--- config.mk ---
export PLATFORM = sky130hd
export DESIGN_NAME = lif_hebbian_train_scheduler
export DESIGN_NICKNAME = d
export VERILOG_FILES = /design/src/rtl/lif_hebbian_train_scheduler.sv
export SDC_FILE = /design/constraint.sdc
export NUM_CORES = 1
export LEC_CHECK = 0
export ABC_AREA = 1
export BUFFER_PORTS_ARGS = -buffer_cell sky130_fd_sc_hd__buf_4
export CORE_MARGIN = 2
export CORE_UTILIZATION = 60
export CTS_CLUSTER_SIZE = 24
export DETAILED_ROUTE_END_ITERATION = 8
export HOLD_SLACK_MARGIN = 0.05
export PLACE_DENSITY = 0.8
export SLEW_MARGIN = 20
export SYNTH_ARGS = -nofsm -noshare
export SYNTH_HDL_FRONTEND = slang
export SYNTH_SLANG_ARGS = --single-unit
--- constraint.sdc ---
create_clock -name clk -period 2.4 [get_ports clk]
set_clock_uncertainty 0.1 [all_clocks]
set_input_delay 0.12 -clock clk [delete_from_list [all_inputs] [get_ports clk]]
set_output_delay 0.12 -clock clk [all_outputs]
set_load 0.02 [all_outputs]
--- src/rtl/lif_hebbian_train_scheduler.sv ---
// Training/evaluation sequencer for a 3-input Hebbian LIF neuron.
// Ports: clk/reset, start, cfg_* table write, spike_in, rd_* count read, x*/learn_en/epoch/busy/done.
module lif_hebbian_train_scheduler #(
  parameter int NUM_PATTERNS   = 4,
  parameter int PRESENT_CYCLES = 50,
  parameter int REST_CYCLES    = 50,
  parameter int N_EPOCHS       = 3,
  parameter int CNT_W          = 8,
  localparam int IDX_W = $clog2(NUM_PATTERNS)
) (
  input  logic             clk,
  input  logic             reset,
  input  logic             start,
  input  logic             cfg_we,
  input  logic [IDX_W-1:0] cfg_addr,
  input  logic [2:0]       cfg_pattern,
  input  logic             spike_in,
  input  logic [IDX_W-1:0] rd_addr,
  output logic [CNT_W-1:0] rd_count,
  output logic             x0,
  output logic             x1,
  output logic             x2,
  output logic             learn_en,
  output logic [7:0]       epoch,
  output logic             busy,
  output logic             done
);

  localparam int MAXC  = (PRESENT_CYCLES > REST_CYCLES) ?
                         PRESENT_CYCLES : REST_CYCLES;
  localparam int CYC_W = $clog2(MAXC + 1);
  localparam logic [CYC_W-1:0] PRES_LAST =
    CYC_W'(PRESENT_CYCLES - 1);
  localparam logic [CYC_W-1:0] REST_LAST =
    CYC_W'((REST_CYCLES > 0) ? REST_CYCLES - 1 : 0);
  localparam logic [IDX_W-1:0] LAST = IDX_W'(NUM_PATTERNS - 1);
  localparam logic [7:0] N_EP = 8'(N_EPOCHS);

  typedef enum logic [2:0] {
    IDLE, TR_PRES, TR_REST, EV_PRES, EV_REST, DONE
  } state_t;

  state_t           state, state_n;
  logic [IDX_W-1:0] idx, idx_n;
  logic [CYC_W-1:0] cyc, cyc_n;
  logic [7:0]       epoch_q, epoch_n;
  logic [2:0]       x_q, x_n, pat_n;
  logic             learn_q, learn_n;
  logic             clr, step, training, wr_ok;
  logic [2:0]       pat_tab [NUM_PATTERNS];
  logic [CNT_W-1:0] cnt_q   [NUM_PATTERNS];

  always_comb begin
    state_n  = state;
    idx_n    = idx;
    cyc_n    = cyc;
    epoch_n  = epoch_q;
    clr      = 1'b0;
    step     = 1'b0;
    wr_ok    = cfg_we && (state == IDLE || state == DONE);
    training = (state == TR_PRES) || (state == TR_REST);
    unique case (state)
      IDLE, DONE: begin
        if (start) begin
          state_n = TR_PRES;
          idx_n   = '0;
          cyc_n   = '0;
          epoch_n = '0;
          clr     = 1'b1;
        end
      end
      TR_PRES, EV_PRES: begin
        if (cyc == PRES_LAST) begin
          cyc_n = '0;
          if (REST_CYCLES > 0)
            state_n = training ? TR_REST : EV_REST;
          else
            step = 1'b1;
        end else begin
          cyc_n = cyc + CYC_W'(1);
        end
      end
      TR_REST, EV_REST: begin
        if (cyc == REST_LAST) begin
          cyc_n = '0;
          step  = 1'b1;
        end else begin
          cyc_n = cyc + CYC_W'(1);
        end
      end
      default: ;
    endcase
    // end of one pattern's present+rest window
    if (step) begin
      if (idx != LAST) begin
        idx_n   = idx + IDX_W'(1);
        state_n = training ? TR_PRES : EV_PRES;
      end else begin
        idx_n = '0;
        if (training) begin
          epoch_n = epoch_q + 8'd1;
          state_n = (epoch_n == N_EP) ? EV_PRES : TR_PRES;
        end else begin
          state_n = DONE;
        end
      end
    end
    // a write in the start cycle must reach the first pattern
    pat_n = (wr_ok && cfg_addr == idx_n) ?
            cfg_pattern : pat_tab[idx_n];
    x_n = (state_n == TR_PRES || state_n == EV_PRES) ?
          pat_n : 3'b000;
    learn_n = (state_n == TR_PRES) || (state_n == TR_REST);
  end

  always_ff @(posedge clk or posedge reset) begin
    if (reset) begin
      state   <= IDLE;
      idx     <= '0;
      cyc     <= '0;
      epoch_q <= '0;
      x_q     <= '0;
      learn_q <= 1'b0;
      for (int i = 0; i < NUM_PATTERNS; i++) begin
        pat_tab[i] <= '0;
        cnt_q[i]   <= '0;
      end
    end else begin
      state   <= state_n;
      idx     <= idx_n;
      cyc     <= cyc_n;
      epoch_q <= epoch_n;
      x_q     <= x_n;
      learn_q <= learn_n;
      if (wr_ok)
        pat_tab[cfg_addr] <= cfg_pattern;
      for (int i = 0; i < NUM_PATTERNS; i++) begin
        if (clr)
          cnt_q[i] <= '0;
        else if (state == EV_PRES && spike_in &&
                 idx == IDX_W'(i) && cnt_q[i] != '1)
          cnt_q[i] <= cnt_q[i] + CNT_W'(1);
      end
    end
  end

  assign rd_count = cnt_q[rd_addr];
  assign x0       = x_q[0];
  assign x1       = x_q[1];
  assign x2       = x_q[2];
  assign learn_en = learn_q;
  assign epoch    = epoch_q;
  assign busy     = (state != IDLE) && (state != DONE);
  assign done     = (state == DONE);

endmodule
**Word-level counts from Yosys, hierarchy flattened**

Cells that the tools add are included.

- Reduce and logical (&&, ||, !) cells: 30
- Eq/ne operators: 21
- Order comparisons: 4
- Multiplexer cells: 44
- Add/sub/neg operators: 7
- Multiply operators: 0
- Bitwise operators: 3
- Shift operators: 0
- Div/mod/pow operators: 0

Operator list:

| kind | number |
|---|---|
| 2-to-1 mux 8 bit | 15 |
| adder 8 x 1 -> 8 bit, second input constant | 5 |
| 2-to-1 mux 3 bit | 11 |
| inequality test 8 bit, second input constant | 4 |
| binary-select mux 8 bit (select 2 bit) | 1 |
| logical AND 1 bit | 13 |
| bitwise mux 12 bit | 1 |
| == test 3 x 2 -> 1 bit, second input constant | 4 |
| 2-to-1 mux 2 bit | 6 |
| 2-to-1 mux 6 bit | 2 |
| case mux 6 bit (2 select lines) | 1 |
| nonzero test 2 bit | 5 |
| greater-or-equal comparator 3 bit, second input constant | 3 |
| inverter 2 -> 3 bit | 3 |
| == test 8 x 2 -> 1 bit, second input constant | 1 |
| adder 6 x 1 -> 6 bit, second input constant | 1 |
| binary-select mux 3 bit (select 2 bit) | 1 |
| demux 3 bit (select 2 bit) | 1 |
| == test 3 x 1 -> 1 bit, second input constant | 2 |
| == test 3 bit, second input constant | 2 |
| == test 6 bit, second input constant | 1 |
| case mux 3 bit (2 select lines) | 1 |
| OR reduction 2 bit | 3 |
| == test 2 bit, second input constant | 2 |
| other kinds (13) | 20 |

- Register bits after elaboration: 67
- Memory bits (read-only): 0
- Latch bits: 0
- Memories kept: 0
- Output and inout bits: 22
- Bits in writable memories: 0
- Logic and storage cells: 123

**Logic depth before layout (Yosys ltp)**

Gate-level depths: netlist of the first run.

- Depth after elaboration: 10
- Gate-level depth with buffers: 14

**Worst setup path before layout of the first run**

No wires, ideal clock.

- Path kind: flip-flop to flip-flop
- Start point: reg epoch_q[0] (netlist: epoch[0])
- End point: reg learn_q (netlist: learn_en)
- Path slack: 0.695 ns
- Path buffers: 0
- Cell stages (with the launch flop): 12
- Library setup time: 0.118 ns
- Required time: 2.182 ns
- Clock period less this slack: 1.705 ns
- Data arrival time: 1.486 ns
- Cells stage by stage: dfrtp_1 ha_1 nand3_1 nor2_1 xor2_1 nor2_1 nand2_1 nand2_1 nand2_1 nand2_1 nand2_1 nand2_1

- Word-level cells in the longest chain between the ends: 8
- Elaborated cells between the ends (all ways): 9
- Those cells by class: add/sub: 1; eq/ne: 3; mux: 4; reduce/logical: 1

RTL lines:

| element | RTL line | source |
|---|---|---|
| start: declaration | 46 | `logic [7:0] epoch_q, epoch_n;` |
| start signal: assignment | 132 | `epoch_q <= epoch_n;` |
| adder 8 x 1 -> 8 bit (*) | 101 | `epoch_n = epoch_q + 8'd1;` |
| == test 8 x 2 -> 1 bit (*) | 102 | `state_n = (epoch_n == N_EP) ? EV_PRES : TR_PRES;` |
| 2-to-1 mux 2 bit (*) | 102 |  |
| 2-to-1 mux 3 bit (*) | 100 | `if (training) begin` |
| 2-to-1 mux 3 bit (*) | 95 | `if (idx != LAST) begin` |
| 2-to-1 mux 3 bit (*) | 94 | `if (step) begin` |
| named net state_n[1] | 43 | `state_t state, state_n;` |
| == test 3 x 1 -> 1 bit or == test 3 x 2 -> 1 bit (tied branches) | 113 | `learn_n = (state_n == TR_PRES) \|\| (state_n == TR_REST);` |
| logical OR 1 bit (*) | 113 |  |
| named net learn_n | 48 | `logic learn_q, learn_n;` |
| end signal: assignment | 134 | `learn_q <= learn_n;` |
| end: declaration | 48 |  |

The timed path passes the listed nets; every way through them passes the cells marked *.
A chain may end at the register's enable or synchronous reset.

**Final worst setup path of the first run**

- Start point: reg cyc[1]
- End point: reg x_q[0]

- Elaborated cells between the ends (all ways): 18
- Those cells by class: eq/ne: 4; mux: 11; bitwise: 1; reduce/logical: 2

RTL lines:

| element | RTL line | source |
|---|---|---|
| start: declaration | 45 | `logic [CYC_W-1:0] cyc, cyc_n;` |
| start signal: assignment | 131 | `cyc <= cyc_n;` |
| == test 6 bit (*) | 73, 84 |  |
| 2-to-1 mux 3 bit or 2-to-1 mux 1 bit (tied branches) | 73, 84 |  |
| case mux 3 bit (2 select lines) or 2-to-1 mux 1 bit (tied branches) | n/a |  |
| 2-to-1 mux 3 bit (*) | 94 |  |
| named net state_n[0] | 43 |  |
| == test 3 x 1 -> 1 bit or == test 3 x 2 -> 1 bit (tied branches) | 111 | `x_n = (state_n == TR_PRES \|\| state_n == EV_PRES) ?` |
| logical OR 1 bit (*) | 111 |  |
| 2-to-1 mux 3 bit (*) | 111 |  |
| named net x_n[0] | 47 | `logic [2:0] x_q, x_n, pat_n;` |
| end signal: assignment | 133 | `x_q <= x_n;` |
| end: declaration | 47 |  |

The timed path passes the listed nets; every way through them passes the cells marked *. The select of a mux whose other input is x is not followed.

==> metrics.txt, run 1 <==
layout cell share with drive strength beyond 1 between 10% and 20%; Most Crowded Layer GR met2; Sink Count 67; Max VDD drop between 0.0003 and 0.0004 V; clock-pin slew on the worst setup and hold paths roughly 70 ps; clk buf depth 2; setup TNS 0 ps; Syn. warnings 0; pre-CTS WS roughly 530 ps; GRT overflow 0; num ports 34; Final Net Count 585; final worst setup slack ~490 ps; DP HPWL 6530 um; worst-margin pin slew between 500 and 600 ps; First DRT Iteration DRCs between 200 and 300; Die ar. around 7500 um^2; sequential fraction of the synthesis area 41.1%; largest area contributor in the netlist dfrtp_1; Leak between 2 and 2.5 nW; RSZ-0062 raised after global routing false; met3 usage a little under 4%; final max-slew violation count 0; fmax 0.523 GHz; Vias/cell approximately 5.5; CP Capture Type flop; commonest non-fill, non-tap cell in the layout nand2_1; worst reg2reg path depth 10; most frequent cells in the layout nand2_1, inv_1, dfrtp_1; #FFs+latches synth 67; CTS tree done; initial antenna violation count 0; Root Buffer clkbuf_8; drt first pass iters 5; clk_lat worst skew between 300 and 400 ps; post-synth cell types 38; total track usage between 20% and 30%; syn nets approximately 540; initial core utilization roughly 61%; syn avg cell area between 7 and 8 um^2; Final Core Density 69.5%; Reg2Reg Setup Slack approximately 490 ps; routed len/inst about 14 um; Core Box Area ~6700 um^2; cell area after synthesis 4080 um^2; RePlAce Congestion just over 0.9; pwr dens between 400 and 500 nW/um^2; Die Wd between 80 and 90 um; first-pass GRT wire length roughly 15000 um; largest net degree at the start of global routing 29; max-capacitance violation count 0; status finished, final reports clean; Relative slew margins around 64%; final setup vio count 0; final count of hold timing violations 0; number of buffers created by CTS 9; DRT antenna net count 0; H-tree depth 3; WP data arrival 2040 ps; post-route clock period utilization around four fifths; Buffers on Ports 33; kind of critical path reg2reg; startpoint types flop; drt drc 0; Area Overhead vs Synth 13.8%; HP Start cfg_addr[1]; grt met2 use roughly two fifths; share of the synthesized area in the top cell type between 40% and 50%; hold worst-path end pat_tab[1]; r2r endpoint x_q[0]; GR Util met1 around 34%; CP max FO 4; RR Startpoint cyc[1]; Vias between 3k and 4k; die height approximately 86 um; Hold Path Depth 3; vias in the first global route ~3.4k; row cnt 30; CP Data Required Time 2530 ps; drt total wl between 8000 and 9000 um; antenna fix cells 0; ranking of synthesized cells by area dfrtp_1, nand2_1, inv_1; Hold Path Class in2reg; Final Critical Period between 1500 and 2000 ps; Mapped Cells around 500
## per-layer routing
| layer | part of all wire [%] | vias to the layer above |
|---|---|---|
| li1 | - | 1792 |
| met1 | 46 | 1675 |
| met2 | 48 | 98 |
| met3 | 3.8 | 19 |
| met4 | 1.9 | 0 |
| met5 | 0 | - |
## worst max-delay path by stage
stage	start	endpoint
final	cyc[1]	x_q[0]
after global routing	cyc[1]	x_q[1]
after CTS	cyc[1]	x_q[0]
after detailed placement	cyc[1]	x_q[0]
after global placement	idx[0]	x_q[1]
after floorplan	reset	cnt_q[0]
## critical path: stages, from the launching register on
cell,delay [ps]
dfrtp_1,380
inv_1,90
ha_1,200
nand2_1,100
nor2_4,180
nand2_1,100
inv_1,100
o211ai_1,160
and2_2,270
nand2_1,70
nor2_1,40
## cells by family after synthesis
| kind of cell | Yosys count | synth area share [%] |
|---|---|---|
| xor+xnor | 11 | 2.36 |
| fa+ha+maj | 12 | 3.68 |
| simple gates | 244 | 31.7 |
| compound gates | 97 | 13.3 |
| buf+inv | 84 | 7.79 |
| flops | 67 | 41.1 |
## cell type report
class,count,area [um^2]
multi-input cells,364,2080
fillers,567,2040
flip-flops and latches,67,1680
repair buffers,40,310
inverters,79,297
clock buffers,14,163
well taps,80,100
clock inverters,2,10.0
## sequential cells by signal, indices dropped and copies added, names as in the netlist
register	cells
pat_tab	12
state	3
cyc	6
idx	2
epoch	8
cnt_q	32
x_q	3
learn_en	1
## stage by stage
step | total power [W] | instance area, um^2 | cells | hold slack [ps]
after floorplan | 0.00123 | 4080 | 515 | 216
after global placement | 0.00128 | 4430 | 626 | 100
after detailed placement | 0.00128 | 4430 | 626 | 105
after CTS | 0.00212 | 4640 | 646 | 98.4
after global routing | 0.00218 | 4640 | 646 | 140
final | 0.00210 | 4640 | 646 | 112
## Yosys cell counts (all sizes together)
| master | count |
|---|---|
| nor3 | 19 |
| xnor2 | 1 |
| o22ai | 9 |
| inv | 77 |
| a211oi | 3 |
| nand4 | 9 |
| and2 | 1 |
| o31ai | 5 |
| and3 | 1 |
| a22o | 3 |
| nor2 | 56 |
| o21a | 2 |
| o211ai | 1 |
| dfrtp | 67 |
| nand3 | 47 |
| xor2 | 10 |
| ha | 12 |
| clkbuf | 3 |
| buf | 2 |
| clkinv | 2 |
| o21ai | 50 |
| a31oi | 2 |
| o211a | 1 |
| a21oi | 21 |
| nor3b | 1 |
| nand2 | 110 |
## power by group
| group | total (W) | internal (W) | leakage (nW) | switching, W |
|---|---|---|---|---|
| clock | 0.000839 | 0.000430 | 0.0905 | 0.000409 |
| sequential | 0.00114 | 0.00113 | 0.819 | 0.00000273 |
| combinational | 0.000126 | 0.0000447 | 1.49 | 0.0000808 |
## what timing repair did
action,in CTS,in global routing
hold buffers,4,0
resized for setup,0,0
hold endpoints to repair,32,0
buffers inserted,0,0
No activity file was read; power rests on OpenSTA's default activity.
==> run 2, diff against run 1 <==
==> constraint.sdc (replaced) <==
create_clock -name clk -period 1.85 [get_ports clk]
set_clock_uncertainty 0.1 [all_clocks]
set_input_delay 0.0925 -clock clk [delete_from_list [all_inputs] [get_ports clk]]
set_output_delay 0.0925 -clock clk [all_outputs]
set_load 0.02 [all_outputs]
==> metrics.txt, run 2 (synthesized netlist as in run 1, its figures left out) <==
r2r endpoint x_q[0]; Core Box Area 6680 um^2 (unchanged); antenna fix cells 0 (unchanged); DRT antenna net count 0 (unchanged); WP data arrival 1970 ps (-70 ps); status finished, final reports clean; first-pass GRT wire length 15600 um (+2.8%); post-route clock period utilization 97.5% (+18 points); CP Data Required Time 2020 ps (-510 ps); Final Critical Period 1800 ps (-109 ps); drt total wl 9280 um (+5.0%); initial core utilization 61.0% (unchanged); Root Buffer clkbuf_8; Sink Count 67 (unchanged); FF/Latch Area 1680 um^2 (+0.45%); H-tree depth 3 (unchanged); Die ar. 7470 um^2 (unchanged); final setup vio count 0 (unchanged); most frequent cells in the layout nand2_1, inv_1, dfrtp_1; Setup crit end x_q[0]; Vias 3676 (+2.6%); Relative slew margins 71.3% (+6.8 points); CP Capture Type flop; RSZ-0062 raised after global routing true; Final Net Count 596 (+1.9%); Reg2Reg Setup Slack 50 ps (-440 ps); Vias/cell 5.60 (+1.0%); Area Overhead vs Synth 18.4%; worst reg2reg path depth 9 (-1); DP HPWL 6620 um (+1.5%); Leak 2.45 nW (+2.1%); Die Wd 86.5 um (unchanged); Max VDD drop 0.000465 V (+52%); Hold Path Class in2reg; number of buffers created by CTS 9 (unchanged); FILL cells 508 (-10%); startpoint types flop; worst-margin pin slew 430 ps (-102 ps); crit path from cyc[0]; total track usage 26.3% (+0.99 points); largest reg by FF count cnt_q; commonest non-fill, non-tap cell in the layout nand2_1; largest net degree at the start of global routing 68 (+130%); drt drc 0 (unchanged); die height 86.5 um (unchanged); max-capacitance violation count 0 (unchanged); Final Core Density 72.3% (+2.8 points); RR Startpoint cyc[0]; Hold Path Depth 3 (unchanged); num ports 34 (unchanged); First DRT Iteration DRCs 204 (-27%); clk buf depth 2 (unchanged); final max-slew violation count 0 (unchanged); clock-pin slew on the worst setup and hold paths 70 ps (about the same); initial antenna violation count 0 (unchanged); final hold slack 64.6 ps (-47.7 ps); pwr dens 558 nW/um^2 (+23%); row cnt 30 (unchanged); area of the multi-input gates 2180 um^2 (+4.5%); fmax 0.554 GHz (+6.0%); CTS tree done; routed len/inst 14.1 um (+3.4%); RePlAce Congestion 0.845 (-7.6%); max FFs per register 32 (unchanged); Buffers on Ports 33 (unchanged); layout cell share with drive strength beyond 1 23.8% (+6.1 points); total power 0.00269 W (+28%); final count of hold timing violations 0 (unchanged); clk_lat worst skew 350 ps (about the same); kind of critical path reg2reg; GRT overflow 0 (unchanged); vias in the first global route 3597 (+6.9%); CP max FO 5 (+1); drt first pass iters 4 (-1)
run 2: metal layers:
| layer | vias up | global-route usage (%) | share of wire [%] |
|---|---|---|---|
| met5 | - | 0 | 0 |
| met3 | 17 | 5.14 | 3.9 |
| li1 | 1811 | - | - |
| met2 | 91 | 45.2 | 51 |
| met4 | 0 | 11.5 | 2.0 |
| met1 | 1757 | 32.2 | 43 |
run 2: power breakdown:
part	leakage, nW	internal (W)	total (W)	switching, W
combinational	1.56	0.0000606	0.000165	0.000105
clock	0.0860	0.000510	0.00105	0.000545
sequential	0.813	0.00147	0.00147	0.00000376
total	2.45	0.00204	0.00269	0.000653
run 2: repair_timing:
item | CTS | global route
buffers inserted | 1 | 5
hold buffers | 4 | 0
endpoints found under the setup margin | 3 | 22
pin swaps | 1 | 10
endpoints found under the hold margin | 77 | 0
gates resized for setup | 4 | 31
run 2: worst min-delay path by stage:
stage                     start    endpoint  slack [ps]
finish              cfg_addr[1]  pat_tab[1]          60
CTS                 cfg_addr[1]  pat_tab[0]          60
detailed placement        reset    cnt_q[2]         120
global route              start      cyc[1]          80
global placement          reset    cnt_q[2]         120
floorplan                 reset    cnt_q[0]         140
run 2: area by class of cell:
cell class              count  share of cell area [%]
clock inverters             3                   0.311
flip-flops and latches     67                    34.9
well taps                  80                    2.07
inverters                  79                    6.22
repair buffers             51                    8.40
clock buffers              12                    3.01
multi-input cells         364                    45.1
run 2: per-stage QoR:
| stage | setup TNS [ps] | setup slack (ps) | std cells | instance area (um^2) |
|---|---|---|---|---|
| 2_1_floorplan | 0 | 145 | 515 | 4080 |
| 3_3_place_gp | 0 | 69.3 | 631 | 4480 |
| 3_5_place_dp | -9.49 | -9.49 | 631 | 4480 |
| 4_1_cts | 0 | 6.35 | 651 | 4700 |
| 5_1_grt | -253 | -62.0 | 656 | 4830 |
| 6_report | 0 | 46.3 | 656 | 4830 |
run 2: worst max-delay path: stages (launching register included):
cell      delay [ps]
dfrtp_2          450
ha_4             180
nand2_1          100
nor2_4            70
nand2_2           80
inv_2             50
o211ai_1         300
and2_4           220
nand2_1           50
nor2_1           130
==> run 3, diff against run 2 <==
--- a/config.mk
+++ b/config.mk
@@ -6,13 +6,13 @@
 export NUM_CORES = 1
 export LEC_CHECK = 0
 export ABC_AREA = 1
-export BUFFER_PORTS_ARGS = -buffer_cell sky130_fd_sc_hd__buf_4
+export BUFFER_PORTS_ARGS = -buffer_cell sky130_fd_sc_hd__buf_2
 export CORE_MARGIN = 2
 export CORE_UTILIZATION = 60
 export CTS_CLUSTER_SIZE = 24
 export DETAILED_ROUTE_END_ITERATION = 8
 export HOLD_SLACK_MARGIN = 0.05
-export PLACE_DENSITY = 0.8
+export PLACE_DENSITY = 0.81
 export SLEW_MARGIN = 20
 export SYNTH_ARGS = -nofsm -noshare
 export SYNTH_HDL_FRONTEND = slang
==> metrics.txt, run 3 (synthesized netlist as in run 1, its figures left out) <==
Vias/cell 5.61 (about the same); drt first pass iters 4 (unchanged); pre-CTS WS 18.9 ps (+28.4 ps); initial antenna violation count 0 (unchanged); Final Net Count 604 (+1.3%); worst-margin pin slew 431 ps (+1.12 ps); H-tree depth 3 (unchanged); Vias 3728 (+1.4%); Root Buffer clkbuf_8; DP HPWL 6530 um (-1.4%); total track usage 26.3% (about the same); drt drc 0 (unchanged); row cnt 30 (unchanged); FILL cells 512 (+0.79%); Cells after DPL 634 (+0.48%); setup TNS -2.50 ps (-2.50 ps); antenna fix cells 0 (unchanged); kind of critical path reg2reg; Core Box Area 6680 um^2 (unchanged); Max VDD drop 0.000469 V (+0.85%); Layout Cells excl Fill 665 (+1.4%); final count of hold timing violations 0 (unchanged); Sink Count 67 (unchanged); clk_lat worst skew 350 ps (about the same); vias in the first global route 3494 (-2.9%); final worst setup slack -2.50 ps (-48.8 ps); Hold Path Class in2reg; initial core utilization 61.0% (unchanged); final max-slew violation count 0 (unchanged); Final Core Density 73.7% (+1.5 points); Leak 2.50 nW (+1.7%); number of buffers created by CTS 9 (unchanged); Die ar. 7470 um^2 (unchanged); most frequent cells in the layout nand2_1, inv_1, dfrtp_1; total power 0.00302 W (+12%); CP Capture Type flop; final setup vio count 1 (+1); max FFs per register 32 (unchanged); clk buf depth 2 (unchanged); pwr dens 613 nW/um^2 (+9.8%); Relative slew margins 71.2% (-0.075 points); Area Overhead vs Synth 20.8%; Final Critical Period 1850 ps (+48.8 ps); largest net degree at the start of global routing 51 (-25%); CP Data Required Time 2030 ps (about the same); CTS tree done; max-capacitance violation count 0 (unchanged); RSZ-0062 raised after global routing true; First DRT Iteration DRCs 276 (+35%); DRT antenna net count 0 (unchanged); startpoint types flop; status finished, violations left; post-route clock period utilization 100% (+2.6 points); largest reg by FF count cnt_q; die height 86.5 um (unchanged); drt total wl 9730 um (+4.9%); WP data arrival 2030 ps (+60 ps); routed len/inst 14.6 um (+3.4%); commonest non-fill, non-tap cell in the layout nand2_1; Buffers on Ports 33 (unchanged); GRT overflow 0 (unchanged); fmax 0.540 GHz (-2.6%); Die Wd 86.5 um (unchanged); CP max FO 4 (-1); clock-pin slew on the worst setup and hold paths 80 ps (about the same); layout cell share with drive strength beyond 1 26.7% (+2.9 points); failing checks setup timing; RePlAce Congestion 0.854 (+1.1%); num ports 34 (unchanged); first-pass GRT wire length 15500 um (-0.58%)
==> run 3: path summary, 6_finish.rpt <==
check,startpoint,endpoint,slack (ps),cells after the start
worst max register to register,cyc[0],x_q[0],-2,9
worst min register to register,pat_tab[10],pat_tab[10],390,2
max in group asynchronous,reset,state[1],850,4
worst max-delay path,cyc[0],x_q[0],-2,9
min in group asynchronous,reset,cnt_q[13],190,3
worst min-delay path,cfg_addr[1],pat_tab[0],50,3
==> run 3: final cells by class <==
cell class | count | area, um^2 | area share (%)
multi-input combinational | 364 | 2230 | 45.3
tap | 80 | 100 | 2.03
clock inverter | 6 | 88.8 | 1.80
sequential | 67 | 1680 | 34.1
clock buffer | 10 | 138 | 2.79
timing repair buffer | 59 | 383 | 7.77
inverter | 79 | 303 | 6.15
==> run 3: timing repair <==
action | in CTS | in global routing
hold buffers | 4 | 0
endpoints found under the setup margin | 0 | 16
hold endpoints to repair | 80 | 0
resized for setup | 0 | 46
buffers inserted | 0 | 11
==> run 3: power by group <==
group / internal (W) / leakage, nW / switching (W)
registers: 0.00147 / 0.814 / 0.00000350
clock network: 0.000795 / 0.108 / 0.000598
logic: 0.0000472 / 1.57 / 0.000105
total: 0.00231 / 2.50 / 0.000706
==> run 3: critical path: stages (launching register included) <==
cell	delay, ps
dfrtp_1	420
ha_4	180
nand2_1	100
nor2_4	70
nand2_2	80
inv_1	60
o211ai_1	350
and2_4	230
nand2_1	60
nor2_1	130
==> run 3: per-layer routing <==
metal | wire length, um | vias up | GRT usage [%] | share of wire, %
li1 | - | 1832 | - | -
met1 | 4120 | 1784 | 34.1 | 42
met2 | 5010 | 98 | 43.6 | 51
met3 | 438 | 14 | 4.10 | 4.5
met4 | 157 | 0 | 12.1 | 1.6
met5 | 0 | - | 0 | 0
==> run 3: metrics by stage <==
| stage | hold slack (ps) | cell area, um^2 |
|---|---|---|
| final | 51.2 | 4930 |
| after global routing | 91.5 | 4930 |
| after CTS | 51.1 | 4690 |
| after detailed placement | 24.4 | 4420 |
| after global placement | 18.8 | 4420 |
| after floorplan | 143 | 4080 |
